===== config.mk =====
export PLATFORM = sky130hd
export DESIGN_NAME = ones_cnt_sched
export DESIGN_NICKNAME = d
export VERILOG_FILES = /design/src/rtl/ones_cnt_sched_pkg.sv /design/src/rtl/ones_cnt_sched_rr_arbiter.sv /design/src/rtl/ones_cnt_sched.sv
export SDC_FILE = /design/constraint.sdc
export NUM_CORES = 1
export LEC_CHECK = 0
export ABC_CLOCK_PERIOD_IN_PS = 3600
export CAP_MARGIN = 10
export CORE_MARGIN = 2
export CORE_UTILIZATION = 37
export CTS_CLUSTER_DIAMETER = 200
export DETAILED_ROUTE_END_ITERATION = 8
export PLACE_DENSITY = 0.95
export SETUP_SLACK_MARGIN = 0.2
export SYNTH_ARGS = -nofsm -noshare
export SYNTH_HDL_FRONTEND = slang
export SYNTH_SLANG_ARGS = --single-unit

===== constraint.sdc =====
create_clock -name clk -period 3.6 [get_ports clk]
set_input_delay 0.54 -clock clk [delete_from_list [all_inputs] [get_ports clk]]
set_output_delay 0.54 -clock clk [all_outputs]
set_load 0.005 [all_outputs]

===== src/rtl/ones_cnt_sched_pkg.sv =====
// Shared widths and FSM encoding for the ones-count scheduler.
package ones_cnt_sched_pkg;

  localparam int data_size = 8;
  localparam int r2_size   = $clog2(data_size + 1);

  typedef enum logic [3:0] {
    ST_IDLE = 4'b0001,
    ST_LOAD = 4'b0010,
    ST_RUN  = 4'b0100,
    ST_DONE = 4'b1000
  } sched_state_t;

endpackage


===== src/rtl/ones_cnt_sched_rr_arbiter.sv =====
// Request arbiter: round-robin when ONES_CNT_SCHED_RR_EN is defined,
// otherwise fixed priority (lowest index wins) with no pointer register.
module rr_arbiter #(
  parameter int NUM_REQ = 4
) (
  input  logic               clk,
  input  logic               rst_b,
  input  logic [NUM_REQ-1:0] i_req,
  input  logic               i_advance,
  input  logic [NUM_REQ-1:0] i_owner,
  output logic [NUM_REQ-1:0] o_winner
);

`ifdef ONES_CNT_SCHED_RR_EN
  localparam int PW = $clog2(NUM_REQ);
  localparam int IW = PW + 1;

  logic [PW-1:0] r_ptr;
  logic [PW-1:0] w_ptr_next;
  logic [IW-1:0] w_idx;
  logic          w_found;

  // Search starts at the pointer and wraps modulo NUM_REQ.
  always_comb begin
    o_winner = '0;
    w_found  = 1'b0;
    w_idx    = '0;
    for (int k = 0; k < NUM_REQ; k++) begin
      w_idx = {1'b0, r_ptr} + IW'(k);
      if (w_idx >= IW'(NUM_REQ)) w_idx = w_idx - IW'(NUM_REQ);
      if (!w_found && i_req[w_idx[PW-1:0]]) begin
        w_found                  = 1'b1;
        o_winner[w_idx[PW-1:0]] = 1'b1;
      end
    end
  end

  always_comb begin
    w_ptr_next = r_ptr;
    for (int k = 0; k < NUM_REQ; k++) begin
      if (i_owner[k]) w_ptr_next = (k == NUM_REQ - 1) ? '0 : PW'(k + 1);
    end
  end

  always_ff @(posedge clk or negedge rst_b) begin
    if (!rst_b)         r_ptr <= '0;
    else if (i_advance) r_ptr <= w_ptr_next;
  end
`else
  logic w_found;
  logic w_unused;

  always_comb begin
    o_winner = '0;
    w_found  = 1'b0;
    for (int k = 0; k < NUM_REQ; k++) begin
      if (!w_found && i_req[k]) begin
        w_found     = 1'b1;
        o_winner[k] = 1'b1;
      end
    end
  end

  assign w_unused = ^{clk, rst_b, i_advance, i_owner};
`endif

endmodule


===== src/rtl/ones_cnt_sched.sv =====
// Shares one shift/accumulate popcount engine among NUM_REQ requesters.
// Arbitration policy selected by ONES_CNT_SCHED_RR_EN (round-robin when defined).
module ones_cnt_sched
  import ones_cnt_sched_pkg::*;
#(
  parameter int NUM_REQ = 4
) (
  input  logic                         clk,
  input  logic                         rst_b,
  input  logic [NUM_REQ-1:0]           req,
  input  logic [NUM_REQ*data_size-1:0] req_data,
  output logic                         dp_load_regs,
  output logic                         dp_add_shift,
  output logic [data_size-1:0]         dp_data,
  input  logic                         dp_zero,
  input  logic [r2_size-1:0]           dp_cnt,
  output logic [NUM_REQ-1:0]           grant,
  output logic [NUM_REQ-1:0]           done,
  output logic [r2_size-1:0]           result,
  output logic                         busy
);

  sched_state_t       r_state, w_state_next;
  logic [NUM_REQ-1:0] r_grant, w_grant_next;
  logic [NUM_REQ-1:0] r_done, w_done_next;
  logic [r2_size-1:0] r_result, w_result_next;
  logic [NUM_REQ-1:0] w_winner;
  logic               w_advance;

  assign w_advance = (r_state == ST_DONE);

  rr_arbiter #(.NUM_REQ(NUM_REQ)) u_arb (
    .clk       (clk),
    .rst_b     (rst_b),
    .i_req     (req),
    .i_advance (w_advance),
    .i_owner   (r_grant),
    .o_winner  (w_winner)
  );

  always_ff @(posedge clk or negedge rst_b) begin
    if (!rst_b) begin
      r_state  <= ST_IDLE;
      r_grant  <= '0;
      r_done   <= '0;
      r_result <= '0;
    end else begin
      r_state  <= w_state_next;
      r_grant  <= w_grant_next;
      r_done   <= w_done_next;
      r_result <= w_result_next;
    end
  end

  always_comb begin
    w_state_next  = r_state;
    w_grant_next  = r_grant;
    w_done_next   = '0;
    w_result_next = r_result;
    case (r_state)
      ST_IDLE: begin
        if (|req) begin
          w_grant_next = w_winner;
          w_state_next = ST_LOAD;
        end
      end
      ST_LOAD: w_state_next = ST_RUN;
      ST_RUN: begin
        if (dp_zero) begin
          w_result_next = dp_cnt;
          w_done_next   = r_grant;
          w_state_next  = ST_DONE;
        end
      end
      ST_DONE: begin
        w_grant_next = '0;
        w_state_next = ST_IDLE;
      end
      default: begin
        w_grant_next = '0;
        w_state_next = ST_IDLE;
      end
    endcase
  end

  // Operand mux follows the registered grant, so it reads 0 while idle.
  always_comb begin
    dp_data = '0;
    for (int i = 0; i < NUM_REQ; i++) begin
      if (r_grant[i]) dp_data = req_data[i*data_size +: data_size];
    end
  end

  assign dp_load_regs = (r_state == ST_LOAD);
  assign dp_add_shift = (r_state == ST_RUN) && !dp_zero;
  assign busy         = (r_state != ST_IDLE);
  assign grant        = r_grant;
  assign done         = r_done;
  assign result       = r_result;

endmodule


# [Yosys cells after proc, flatten, opt, wreduce, memory -nomap -nowiden]
# Cells that the tools add are included.
# Widths: inputs -> output; s select.
[classes] eq_ne=6 n_reduce_logical=13 mux=17 bitwise=1
[op_table] op="$mux 8" count=4
[op_table] op="$mux 4" count=5
[op_table] op="$pmux 4 s3" count=1
[op_table] op="$pmux 4 s2" count=1
[op_table] op="$mux 1" count=6
[op_table] op="$reduce_and 2->1" count=3
[op_table] op="$eq 4x1->1 const B" count=1
[op_table] op="$eq 4x2->1 const B" count=1
[op_table] op="$eq 4x3->1 const B" count=1
[op_table] op="$logic_and 1x1->1" count=4
[op_table] op="$logic_not 1->1" count=4
[op_table] op="$ne 2x2->1 const B" count=2
[op_table] op="$ne 4x1->1 const B" count=1
[op_table] op="$reduce_or 4->1" count=1
[op_table] op="$reduce_or 2->1" count=1
[op_table] op="$not 1->1" count=1
[totals] output_inout_bits=23 input_bits=43 reg_bits=16

# [Logic depth before layout (Yosys ltp)]
[depth] depth_word=12 mapped_depth=4

# [By module]
# A second synthesis with hierarchy kept.
[hier_totals] cells_unflattened=85 hier_area_um2=914.6
[modules_own_cells] module="ones_cnt_sched" n_inst=1 area_per_inst_um2=878.3 cells_per_inst=81 seq_area_each_um2=401.6
[modules_own_cells] module="rr_arbiter" n_inst=1 area_per_inst_um2=36.3 cells_per_inst=4 seq_area_each_um2=0.0

# [Worst setup path after synthesis]
# No wires, ideal clock.
[synth_timing] kind="flip-flop to output port" startpoint="register r_grant[1], in the netlist grant[1]" endpoint="output port dp_data[0]" required_ps=3060 path_stages_with_launch=4 t_arrival_ps=1042 path_slack_ps=2018 path_cell_list="dfrtp_1 -> clkbuf_1 -> a221oi_1 -> o31ai_1"
[synth_between] elab_chain_len=3
[synth_lines] element="start, declared" line="ones_cnt_sched.sv:24" rtl="logic [NUM_REQ-1:0] r_grant, w_grant_next;"
[synth_lines] element="start signal, assigned" line="ones_cnt_sched.sv:49" rtl="r_grant <= w_grant_next;"
[synth_lines] element="$mux 8 (3 in series)" line="ones_cnt_sched.sv:90" rtl="if (r_grant[i]) dp_data = req_data[i*data_size +: data_size];"
[synth_lines] element="end, declared" line="ones_cnt_sched.sv:14" rtl="output logic [data_size-1:0] dp_data,"
# Every way passes these cells.

# [Worst setup path in the final report]
[layout_timing] startpoint="register r_grant[1], in the netlist grant[1]" endpoint="output port dp_data[2]"
# The elaborated chain is that of the path after synthesis.

==> results.sh <==
export IMPL_status="complete, no violations"
export IMPL_fin_skew_ns=0.00348
export IMPL_tightest_slew_ns=0.708
export IMPL_cts_clk_slew_worst_paths_ns=0.09
export IMPL_maxSlewHeadroom=0.526
export IMPL_grt_max_degree=20
export IMPL_post_cts_resized=0
export IMPL_clockRootBuffer="clkbuf_4"
export IMPL_cp_data_arrival_time_ns=2.43
export IMPL_ctsHtreeMaxLevel=1
export IMPL_peakVddDrop_v=0.000422
export IMPL_grt_pass1_wl_um=4280
export IMPL_syn_area_um2=915
export IMPL_synth_top_cells_by_area="dfrtp_1 41%, a221oi_1 7.7%, mux2_4 6.6%"
export IMPL_cts_tree="done"
export IMPL_die_w_um=53.7
export IMPL_drc=0
export IMPL_synth_compound_area_frac=0.219
export IMPL_async_flop_share=1.00
export IMPL_grt_overflow_total=0
export IMPL_cts_made_buffers=3
export IMPL_crit_required_ns=3.06
export IMPL_synth_distinct_cells=34
export IMPL_synth_fp_nets=134
export IMPL_core_um2=2410
export IMPL_cts_sinks=16
export IMPL_synth_simple_area_share=0.220
export IMPL_worst_setup_path_start_kind="flip-flop"
export IMPL_drive_gt1_frac=0.0909
export IMPL_antenna_found_initial=0
export IMPL_cap_violations=0
export IMPL_dpl_hpwl_um=2230
export IMPL_synth_seq_area_share=0.439
export IMPL_via_per_inst=5.22
export IMPL_antenna_left=0
export IMPL_grt_pass1_vias=977
export IMPL_crit_buf_inv=1
export IMPL_nets=198
export IMPL_finalSetupViolations=0
export IMPL_ios=66
export IMPL_crit_fanout=13
export IMPL_timing_fmax_mhz=336
export IMPL_fp_row_count=18
export IMPL_synth_avg_cell_area_um2=10.1
export IMPL_routed_wl_um=2830
export IMPL_synth_flop_cell="dfrtp_1"
export IMPL_synth_edf_count=0
export IMPL_synthAdderAreaFrac=0
export IMPL_n_antenna_cell=0
export IMPL_slowest_stage="clkdlybuf4s50_1"
export IMPL_synth_xor_area_frac=0.00958
export IMPL_dr_first_iter_drc_count=15
export IMPL_cp_end_kind="output pin"
export IMPL_start_util=0.380
export IMPL_hp_class="flip-flop to flip-flop"
export IMPL_syn_inst=91
export IMPL_dieArea_um2=2890
export IMPL_utilization=0.667
export IMPL_p_per_area_nw_per_um2=605
export IMPL_vias=960
export IMPL_finalWorstSetupSlack_ns=0.628
export IMPL_yosys_area_top_type="dfrtp_1"
export IMPL_synth_top_family_by_area="simple AND/OR/NAND/NOR gates"
export IMPL_syn2layout_area_growth_pct=75.8
export IMPL_final_setup_tns_ns=0
export IMPL_finalHoldViolCount=0
export IMPL_min_period_over_period=0.826
export IMPL_p_leak_nw=0.633
export IMPL_io_buffers=65
export IMPL_hold_buffers=0
export IMPL_ys_ff_latch=16
export IMPL_wl_per_cell_um=15.4
export IMPL_place_gp_congestion=0.838
export IMPL_min_period_ns=2.97
export IMPL_rsz0062_at_grt="no"
export IMPL_post_place_ws_ns=0.958
export IMPL_clk_latency_ns=0.29
export IMPL_slew_violations=0
export IMPL_firstDrtPassIters=4
export IMPL_clock_path_buffers=2
export IMPL_cts_setup_buffers=0
export IMPL_synthMuxAreaShare=0.0657
export IMPL_grtUsageTotal=0.208
export IMPL_synth_top_area_share=0.410
export IMPL_synth_warnings=0
export IMPL_die_h_um=53.7
export IMPL_total_power_mw=0.973
export IMPL_critPathTopFamily="buffers and inverters"
export IMPL_max_stage_delay_ns=0.56
export IMPL_crit_type="flip-flop to output pin"
export IMPL_rrSetupSlack_ns=2.10
export IMPL_worstPathCellList="nor2b_1, a221oi_1, o31ai_1, clkdlybuf4s50_1"
[area by class of cell]
| cell class | count | area [um2] |
|---|---|---|
| fill | 180 | 802 |
| inverter | 3 | 11.3 |
| tap | 30 | 37.5 |
| sequential | 16 | 402 |
| multi-input combinational | 66 | 470 |
| timing repair buffer | 65 | 651 |
| clock buffer | 4 | 36.3 |
[cell usage in the layout (no fill, tap or decap), types with 3 or more instances in the layout]
cell / synthesis / final
clkdlybuf4s50_1: 0 / 65
dfrtp_1: 15 / 15
nor2_1: 12 / 12
nand2_1: 9 / 9
a221oi_1: 8 / 8
o31ai_1: 8 / 8
and2_1: 4 / 4
mux2_4: 4 / 4
nor2b_1: 3 / 3
clkbuf_4: 0 / 3
[report_power, final]
part / switching, mW / total [mW] / internal, mW / leakage [nW]
Combinational: 0.185 / 0.530 / 0.346 / 0.401
Sequential: 0.0884 / 0.323 / 0.235 / 0.211
Clock: 0.0571 / 0.119 / 0.0617 / 0.0210
[synthesized netlist by cell type, types with 3 or more instances]
| master | instances |
|---|---|
| dfrtp_1 | 15 |
| nor2_1 | 12 |
| nand2_1 | 9 |
| a221oi_1 | 8 |
| o31ai_1 | 8 |
| and2_1 | 4 |
| mux2_4 | 4 |
| clkbuf_1 | 3 |
| nor2b_1 | 3 |
[worst register-to-register path, delay by kind of cell (launching register included)]
kind	cells	cell delay, ns
DFF	1	0.45
and+or+nand+nor	2	0.60
muxes	1	0.34
[logic make-up after synthesis]
group	count (synthesis)
flip-flops	16
AND/OR/NAND/NOR	36
AO/OA/AOI/OAI	25
buffers and inverters	9
multiplexers	4
XOR/XNOR	1
[path summary, 6_finish.rpt]
path | end | start | depth (start not counted)
worst min-delay path | result[3]$_DFFE_PN0P_ | result[3]$_DFFE_PN0P_ | 1
max in group asynchronous | grant[3]$_DFFE_PN0P_ | rst_b | 1
worst max register to register | result[2]$_DFFE_PN0P_ | r_state[2]$_DFFE_PN0P_ | 3
worst min register to register | result[3]$_DFFE_PN0P_ | result[3]$_DFFE_PN0P_ | 1
worst max-delay path | dp_data[2] | grant[1]$_DFFE_PN0P_ | 4
min in group asynchronous | result[3]$_DFFE_PN0P_ | rst_b | 1
[state kept, by name, summed over array words and instances (netlist names)]
register,cells
grant,4
result,4
r_state,4
done,4
[routing by layer]
layer	track usage	routed length [um]	part of all wire	vias to the layer above
li1	-	-	-	461
met1	0.235	1050	0.37	449
met2	0.376	1560	0.55	44
met3	0.0583	167	0.059	6
met4	0.0598	50	0.018	0
met5	0	0	0	-
[stage by stage]
step           instances  hold WS, ns  area [um2]
2_1_floorplan         91        0.244         915
6_report             184        0.523        1610
3_3_place_gp         180        0.497        1570
3_5_place_dp         180        0.501        1570
5_1_grt              184        0.545        1610
4_1_cts              184        0.527        1610
(Power assumes the default switching activity.)
